$ cat src/rtl/seqdet_pkg.sv
// rtl/seqdet_pkg.sv - shared sizing helpers for the programmable sequence detector
package seqdet_pkg;

  // Bits needed to hold a length in the range 0..max_len.
  function automatic int len_width(input int max_len);
    int w;
    w = 0;
    for (int i = 1; i < 32; i++) begin
      if (w == 0 && (1 << i) >= (max_len + 1)) w = i;
    end
    return w;
  endfunction

  localparam int DEF_CNT_W = 8;
  localparam logic [DEF_CNT_W-1:0] DEF_CNT_SAT = {DEF_CNT_W{1'b1}};

endpackage

$ cat src/rtl/seqdet_match_cmp.sv
// rtl/seqdet_match_cmp.sv - masked comparison of the low len_q history bits against the pattern
module seqdet_match_cmp
  import seqdet_pkg::*;
#(
  parameter int MAX_LEN = 8,
  parameter int LEN_W   = len_width(MAX_LEN)
) (
  input  logic [MAX_LEN-1:0] hist_n,
  input  logic [MAX_LEN-1:0] pat_q,
  input  logic [LEN_W-1:0]   len_q,
  output logic               hit
);

  logic [MAX_LEN-1:0] mask;

  always_comb begin
    mask = '0;
    for (int i = 0; i < MAX_LEN; i++) begin
      mask[i] = (LEN_W'(i) < len_q);
    end
  end

  assign hit = (((hist_n ^ pat_q) & mask) == '0);

endmodule

$ cat src/rtl/seqdet_prog.sv
// rtl/seqdet_prog.sv - programmable serial sequence detector with saturating match counter
module seqdet_prog
  import seqdet_pkg::*;
#(
  parameter int MAX_LEN = 8,
  parameter int CNT_W   = 8,
  parameter int LEN_W   = len_width(MAX_LEN)
) (
  input  logic               clock,
  input  logic               reset,
  input  logic               input_valid,
  input  logic               input_bit,
  input  logic               load,
  input  logic [MAX_LEN-1:0] pattern,
  input  logic [LEN_W-1:0]   pattern_len,
  input  logic               overlap_en,
  input  logic               clear,
  output logic               output_indicator,
  output logic [CNT_W-1:0]   match_count,
  output logic               count_sat,
  output logic               cfg_err
);

  localparam logic [CNT_W-1:0] CNT_SAT = {CNT_W{1'b1}};

  logic [MAX_LEN-1:0] pat_q, pat_d;
  logic [LEN_W-1:0]   len_q, len_d;
  logic               ovl_q, ovl_d;
  logic [MAX_LEN-1:0] hist_q, hist_d, hist_n;
  logic [LEN_W-1:0]   fill_q, fill_d, fill_n;
  logic [CNT_W-1:0]   cnt_q, cnt_d;
  logic               ind_q, ind_d;
  logic               accept, hit, len_bad, match;

  assign hist_n  = {hist_q[MAX_LEN-2:0], input_bit};
  assign fill_n  = (fill_q == LEN_W'(MAX_LEN)) ? fill_q : fill_q + LEN_W'(1);
  assign len_bad = (len_q == '0) || (len_q > LEN_W'(MAX_LEN));
  // load and clear both reset the history, so a bit in that cycle is never used
  assign accept  = input_valid && !load && !clear;
  assign match   = accept && !len_bad && (fill_n >= len_q) && hit;

  seqdet_match_cmp #(
    .MAX_LEN (MAX_LEN),
    .LEN_W   (LEN_W)
  ) u_cmp (
    .hist_n (hist_n),
    .pat_q  (pat_q),
    .len_q  (len_q),
    .hit    (hit)
  );

  always_comb begin
    pat_d  = pat_q;
    len_d  = len_q;
    ovl_d  = ovl_q;
    hist_d = hist_q;
    fill_d = fill_q;
    cnt_d  = cnt_q;
    ind_d  = match;

    if (accept) begin
      hist_d = hist_n;
      fill_d = (match && !ovl_q) ? '0 : fill_n;
    end
    if (match && cnt_q != CNT_SAT) begin
      cnt_d = cnt_q + CNT_W'(1);
    end
    if (load) begin
      pat_d  = pattern;
      len_d  = pattern_len;
      ovl_d  = overlap_en;
      hist_d = '0;
      fill_d = '0;
    end
    if (clear) begin
      cnt_d  = '0;
      hist_d = '0;
      fill_d = '0;
    end
  end

  always_ff @(posedge clock or negedge reset) begin
    if (!reset) begin
      pat_q  <= '0;
      len_q  <= '0;
      ovl_q  <= 1'b0;
      hist_q <= '0;
      fill_q <= '0;
      cnt_q  <= '0;
      ind_q  <= 1'b0;
    end else begin
      pat_q  <= pat_d;
      len_q  <= len_d;
      ovl_q  <= ovl_d;
      hist_q <= hist_d;
      fill_q <= fill_d;
      cnt_q  <= cnt_d;
      ind_q  <= ind_d;
    end
  end

  assign output_indicator = ind_q;
  assign match_count      = cnt_q;
  assign count_sat        = (cnt_q == CNT_SAT);
  assign cfg_err          = len_bad;

endmodule

$ cat config.mk
export PLATFORM = sky130hd
export DESIGN_NAME = seqdet_prog
export DESIGN_NICKNAME = d
export VERILOG_FILES = /design/src/rtl/seqdet_pkg.sv /design/src/rtl/seqdet_match_cmp.sv /design/src/rtl/seqdet_prog.sv
export SDC_FILE = /design/constraint.sdc
export NUM_CORES = 1
export LEC_CHECK = 0
export ABC_AREA = 1
export BUFFER_PORTS_ARGS = -buffer_cell sky130_fd_sc_hd__clkbuf_2
export CELL_PAD_IN_SITES_DETAIL_PLACEMENT = 0
export CELL_PAD_IN_SITES_GLOBAL_PLACEMENT = 1
export CORE_ASPECT_RATIO = 2
export CORE_MARGIN = 1
export CORE_UTILIZATION = 41
export CTS_CLUSTER_DIAMETER = 200
export DETAILED_ROUTE_END_ITERATION = 7
export GPL_ROUTABILITY_DRIVEN = 0
export PLACE_DENSITY = 0.84
export SLEW_MARGIN = 40
export SYNTH_ARGS = -nofsm -noshare
export SYNTH_HDL_FRONTEND = slang
export SYNTH_HIERARCHICAL = 1
export SYNTH_SLANG_ARGS = --single-unit
$ cat constraint.sdc
create_clock -name clock -period 2.3 [get_ports clock]
set_input_delay 0.46 -clock clock [delete_from_list [all_inputs] [get_ports clock]]
set_output_delay 0.46 -clock clock [all_outputs]
set_load 0.01 [all_outputs]
==> results of run 1 <==
-- routing by layer --
layer,wire (um),global-route usage,share of wire,vias up
li1,-,-,-,845
met1,1669,0.2150,0.38,747
met2,2488,0.3713,0.57,31
met3,112,0.03549,0.026,7
met4,84,0.08333,0.019,0
met5,0,0,0,-
-- how the worst max path moves through the flow --
stage / end / slack, ns / cells past startpoint
after floorplan: match_count[4] / 0.44 / 12
after global placement: fill_q[2] / 0.21 / 11
after detailed placement: fill_q[2] / 0.20 / 14
after CTS: fill_q[2] / 0.19 / 14
after global routing: fill_q[2] / 0.002 / 14
final: fill_q[2] / 0.22 / 14
-- logic make-up after synthesis --
| family | share of synthesized area |
|---|---|
| flops | 0.4302 |
| mux | 0.05280 |
| xor+xnor | 0.02738 |
| compound gates | 0.04237 |
| fa+ha+maj | 0.04563 |
| buf+inv | 0.09582 |
| simple gates | 0.3057 |
-- cell usage in the layout (no fill, tap or decap), types with 3 or more instances in the layout --
master,instances
clkbuf_2,28
dfrtp_1,33
mux2_2,9
nor2_1,25
clkbuf_8,5
ha_1,7
nand3_1,25
xnor2_1,3
o21ai_0,7
inv_1,41
buf_4,3
xor2_1,3
o22ai_1,5
nand2_1,76
-- registers in the layout, indices dropped and copies added (netlist names) --
| register | count |
|---|---|
| fill_q | 4 |
| hist_q | 7 |
| len_q | 4 |
| match_count | 8 |
| output_indicator | 1 |
| ovl_q | 1 |
| pat_q | 8 |
-- layout make-up --
type / count / area (um2) / share of cell area
Timing Repair Buffer: 32 / 170.2 / 0.07675
Multi-Input combinational cell: 171 / 909.6 / 0.4103
Inverter: 42 / 157.7 / 0.07111
Clock inverter: 3 / 17.52 / 0.007901
Clock buffer: 5 / 68.82 / 0.03104
Tap cell: 54 / 67.56 / 0.03047
Sequential cell: 33 / 825.8 / 0.3725
-- power by group through the flow --
| stage | combinational [mW] | clock, mW | sequential (mW) |
|---|---|---|---|
| 2_1_floorplan | 0.119 | 0 | 0.637 |
| 3_3_place_gp | 0.175 | 0 | 0.642 |
| 3_5_place_dp | 0.178 | 0 | 0.643 |
| 4_1_cts | 0.179 | 0.453 | 0.632 |
| 5_1_grt | 0.204 | 0.476 | 0.635 |
| 6_report | 0.175 | 0.437 | 0.632 |
-- through the flow --
stage	total power [mW]	worst slack [ns]	hold slack, ns
2_1_floorplan	0.7561	0.4387	0.1644
3_3_place_gp	0.8169	0.2116	0.5166
3_5_place_dp	0.8217	0.2037	0.4756
4_1_cts	1.264	0.1885	0.1583
5_1_grt	1.316	0.001928	0.1691
6_report	1.244	0.2150	0.1473
==> flow_summary.ini, run 1 <==
[outcome]
status = finished, final reports clean

[job]
cap_violations = 0

[timing]
clock.fmax_mhz = 479.6
finalSetupViolations = 0
period_share = 0.9065
slew_headroom = 0.6801
skew_ns = 0.006640
tightest_slew_ns = 0.4798
timing_hold_violations_final = 0
period_minus_slack_ns = 2.085
final-max-slew-violation-count = 0
rsz0062_at_grt = no
tns_ns = 0

[pwr]
p_per_area_mw_per_mm2 = 561.3
p_clk_frac = 0.351
peakVddDrop_mv = 0.2701
p_sw_mw = 0.3595
p_leak_nw = 1.195
p_int_mw = 0.8848
seqPwrFrac = 0.508
combPwrFrac = 0.141
switching_share = 0.2889

[setup_path]
worstPathArrival_ns = 2.27
rr_endpoint = fill_q[2]
crit_slowest_cell = dfrtp_1
end_kind = flip-flop
startpoint = fill_q[0]
max_stage_delay_ns = 0.42
critPathKind = reg2reg
critical_path.top_delay_family = simple AND/OR/NAND/NOR gates
required_ns = 2.48
critical_path_buf_inv_count = 3
rr_startpoint = fill_q[0]
worst-r2r-setup-slack_ns = 0.22
cp-start-kind = flip-flop
reg2reg_depth = 14
cp_max_fo = 5
worstPathCellList = inv_1, ha_1, nand3_1, xor2_1, inv_1, ha_1, inv_1, nand2_1, nand2_1, nand2_1, nand3_1, nand3_1, nand3_1, nand2_1

[global_route]
grt_pass1_wl_um = 7272
grt_pass1_vias = 1568
gr-total-overflow = 0
grt_start_max_net_pins = 34
track_usage = 0.2009
antenna_found_initial = 0

[min_path]
min_path_type = in2async

[cts]
clkTransAtPathRegs_ns = 0.07
clock_sinks = 33
cts_hold_buf = 0
cts_tree = done
root_buffer = clkbuf_8
clock_latency_ns = 0.29
post_cts_buffers = 0
clockBufferDepth = 2
post_cts_resized = 0
h-tree-depth = 2
cts_buffers = 5

[placed_design]
place_inst = 332
dpl_cell_area_mm2 = 0.002131
dp_hpwl_um = 3375
numPortBuffers = 29

[logic_synthesis]
ys_async_sr_fraction = 1.000
ys_warn_count = 6
synth-edff-count = 0
netlist_area_mm2 = 0.001919
synth_seq_cells = 33
synth_common_cells = nand2_1 (76), inv_1 (41), dfrtp_1 (33), nand3_1 (25), nor2_1 (25)
synth_nets = 275
synth.top_cell.area_share = 0.4302
synthFlopType = dfrtp_1
synth_cell_types = 24
synth_area_leaders = dfrtp_1 (43%), nand2_1 (15%), inv_1 (8.0%)
yosysTopAreaCell = dfrtp_1
syn_inst = 249
yosysSeqAreaShare = 0.4302
syn_area_per_cell_um2 = 7.708
yosysMostFrequentCell = nand2_1

[detailed_routing]
drt_first_pass_iters = 4
drc_errors = 0
drt_wl_total_um = 4354
drt_iter0_drc = 26
wl_per_cell_um = 12.81
viasPerCell = 4.794
postRouteAntennaNets = 0
dr_total_vias = 1630

[floorplan]
num_rows = 34
die_width_um = 50.38
initial_core_util = 0.4338
io_pins = 30
die_area_mm2 = 0.004976
die_h_um = 98.76
core_area_mm2 = 0.004424

[final_layout]
final_area_mm2 = 0.002217
finalNetCount = 311
fin_cells = 340
area_growth_pct = 15.52
diodes = 0
n_fill_cell = 478
drive_gt1_frac = 0.1923
fin_util = 0.5011
Note: power is estimated with default switching activity, not from simulation.
==> inputs of run 2 (changes only) <==
--- a/config.mk
+++ b/config.mk
@@ -5,13 +5,12 @@
 export SDC_FILE = /design/constraint.sdc
 export NUM_CORES = 1
 export LEC_CHECK = 0
-export ABC_AREA = 1
 export BUFFER_PORTS_ARGS = -buffer_cell sky130_fd_sc_hd__clkbuf_2
 export CELL_PAD_IN_SITES_DETAIL_PLACEMENT = 0
 export CELL_PAD_IN_SITES_GLOBAL_PLACEMENT = 1
 export CORE_ASPECT_RATIO = 2
 export CORE_MARGIN = 1
-export CORE_UTILIZATION = 41
+export CORE_UTILIZATION = 43
 export CTS_CLUSTER_DIAMETER = 200
 export DETAILED_ROUTE_END_ITERATION = 7
 export GPL_ROUTABILITY_DRIVEN = 0
==> run 2 against run 1 <==
Against the previous run:
- the run now ends with negative setup slack left
- non-clock buffer count up 20
- synthesized area decreased by 9.8%
- worst hold slack got worse by 0.048 ns
- clock power rose by 33%
- global-route usage is 3.2 points higher
- total power is 14% higher
- die area fell by 14%
- final area rose by 11%
- sequential cell count stayed put
- cell count is 20% lower
- first-iteration DRC count up 58%
- critical path type unchanged
- largest power group unchanged
==> flow_summary.ini, run 2 <==
[detailed_routing]
postRouteAntennaNets = 0
drt_first_pass_iters = 4
drc_errors = 0
dr_total_vias = 1502
drt_wl_total_um = 4407
drt_iter0_drc = 41
wl_per_cell_um = 16.20
viasPerCell = 5.522

[global_route]
antenna_found_initial = 0
grt_pass1_vias = 1567
gr-total-overflow = 0
grt-busiest-layer = met2
grtUsageMet2 = 0.3785
grt_start_max_net_pins = 34
globalRouteMet1Util = 0.2866
grt_pass1_wl_um = 7293
met3_usage = 0.04921
track_usage = 0.2326

[final_layout]
finalNetCount = 246
final_cell_mix = dfrtp_1 (32), clkbuf_2 (28), buf_4 (22), nand2_1 (12), mux2_2 (10)
drive_gt1_frac = 0.4706
area_growth_pct = 41.84
final_common_cell = dfrtp_1
fin_util = 0.6390
diodes = 0

[pwr]
peakVddDrop_mv = 0.6642
p_leak_nw = 1.138
p_per_area_mw_per_mm2 = 576.9
p_total_mw = 1.417

[floorplan]
die_width_um = 46.87
initial_core_util = 0.4505
io_pins = 30
die_area_mm2 = 0.004300
num_rows = 32
core_area_mm2 = 0.003844
die_h_um = 91.75

[cts]
clock_latency_ns = 0.29
root_buffer = clkbuf_8
clkTransAtPathRegs_ns = 0.08
cts_tree = done
cts_buffers = 5
clock_sinks = 33
cts_hold_buf = 0
clockBufferDepth = 2
h-tree-depth = 2

[logic_synthesis]
netlist_area_mm2 = 0.001732
ys_async_sr_fraction = 1.000
synth_area_leaders = dfrtp_1 (48%), mux2_2 (7.8%), ha_1 (5.1%)
yosysTopAreaCell = dfrtp_1
synth_cell_types = 36
syn_area_per_cell_um2 = 10.25
yosysMostFrequentCell = dfrtp_1
ys_warn_count = 6
synth-edff-count = 0
synthFlopType = dfrtp_1
synth_seq_cells = 33
synth_nets = 195
syn_inst = 169
synth_common_cells = dfrtp_1 (33), nand2_1 (14), o21ai_0 (13), mux2_2 (12), inv_1 (11)
synth.top_cell.area_share = 0.4769
yosysSeqAreaShare = 0.4769

[placed_design]
numPortBuffers = 29
dp_hpwl_um = 3030

[setup_path]
reg2reg_depth = 9
required_ns = 2.53
critPathKind = reg2reg
cp_max_fo = 7
critical_path.top_delay_family = simple AND/OR/NAND/NOR gates
endpoint = match_count[2]
worstPathCellList = or3b_4, a211oi_2, a31oi_1, a21oi_1, o21ai_1, or3_4, buf_6, or4_4, a21oi_2
crit_cells = 9
rr_startpoint = len_q[1]
end_kind = flip-flop
startpoint = len_q[1]
worstPathArrival_ns = 2.79
crit_slowest_cell = or4_4
critical_path_buf_inv_count = 1
worst-r2r-setup-slack_ns = -0.26
cp-start-kind = flip-flop
max_stage_delay_ns = 0.48
rr_endpoint = match_count[2]

[timing]
period_share = 1.113
slew_headroom = 0.6577
finalSetupViolations = 13
clock.fmax_mhz = 390.7
rsz0062_at_grt = yes
setup_ws_ns = -0.2593
final-max-slew-violation-count = 0
tightest_slew_ns = 0.5135
skew_ns = 0.006360
timing_hold_violations_final = 0
period_minus_slack_ns = 2.559

[min_path]
min_path_type = in2async

[job]
cap_violations = 0

[outcome]
violations = negative setup slack
status = complete, but fails checks
==> run 2: layout make-up <==
class | count | area, um2
timing repair buffer | 52 | 327.8
tap | 51 | 63.81
fill | 327 | 1388
clock inverter | 2 | 37.54
sequential | 33 | 827.0
multi-input combinational | 117 | 1076
inverter | 11 | 41.29
clock buffer | 6 | 82.58
==> run 2: worst register-to-register path: stages, from the launching register on <==
cell	delay (ns)
dfrtp_1	0.39
or3b_4	0.40
a211oi_2	0.21
a31oi_1	0.11
a21oi_1	0.17
o21ai_1	0.08
or3_4	0.38
buf_6	0.15
or4_4	0.48
a21oi_2	0.13
==> run 2: layer usage <==
layer	vias up	share of wire
met5	-	0
met4	0	0.033
met3	17	0.040
met2	56	0.53
met1	725	0.40
li1	704	-
==> run 2: worst min path at each step <==
stage	start	end	slack [ns]	cells past startpoint
4_1_cts	reset	hist_q[3]	0.29	1
3_3_place_gp	hist_q[6]	hist_q[6]	0.50	1
3_5_place_dp	pat_q[7]	pat_q[7]	0.52	1
6_report	reset	pat_q[3]	0.1	1
2_1_floorplan	reset	fill_q[0]	0.16	0
5_1_grt	reset	hist_q[2]	0.13	1
==> run 2: timing repair <==
item | CTS | global route
endpoints found under the setup margin | 13 | 13
pin swaps | 2 | 13
gates resized for setup | 23 | 23
buffers inserted | 2 | 1
cloned | 1 | 0
==> run 2: cell families (layout without fill, tap and decap cells) <==
| family | Yosys count | after routing | share of synthesized area |
|---|---|---|---|
| simple gates | 45 | 45 | 0.1286 |
| compound gates | 40 | 40 | 0.1554 |
| buf+inv | 19 | 71 | 0.04263 |
| flops | 33 | 33 | 0.4769 |
| mux | 14 | 14 | 0.09032 |
| fa+ha+maj | 7 | 7 | 0.05058 |
| xor+xnor | 11 | 11 | 0.05564 |
==> run 2: through the flow <==
step                      hold slack, ns  instance area (um2)  std cells  worst slack [ns]  TNS, ns
after CTS                         0.2890                 2333        271           -0.2529   -2.243
final                            0.09936                 2456        272           -0.2593   -1.908
after global routing              0.1322                 2456        272           -0.3374   -3.081
after detailed placement          0.5178                 2086        260           -0.3663   -3.515
after floorplan                   0.1644                 1773        169           -0.1151  -0.4293
after global placement            0.5030                 2086        260           -0.2557   -2.348
==> run 2: where the power goes <==
part	leakage (nW)	internal, mW	switching, mW
clock network	0.0574	0.352	0.230
registers	0.430	0.605	0.0207
logic	0.650	0.0987	0.110
total	1.14	1.06	0.361
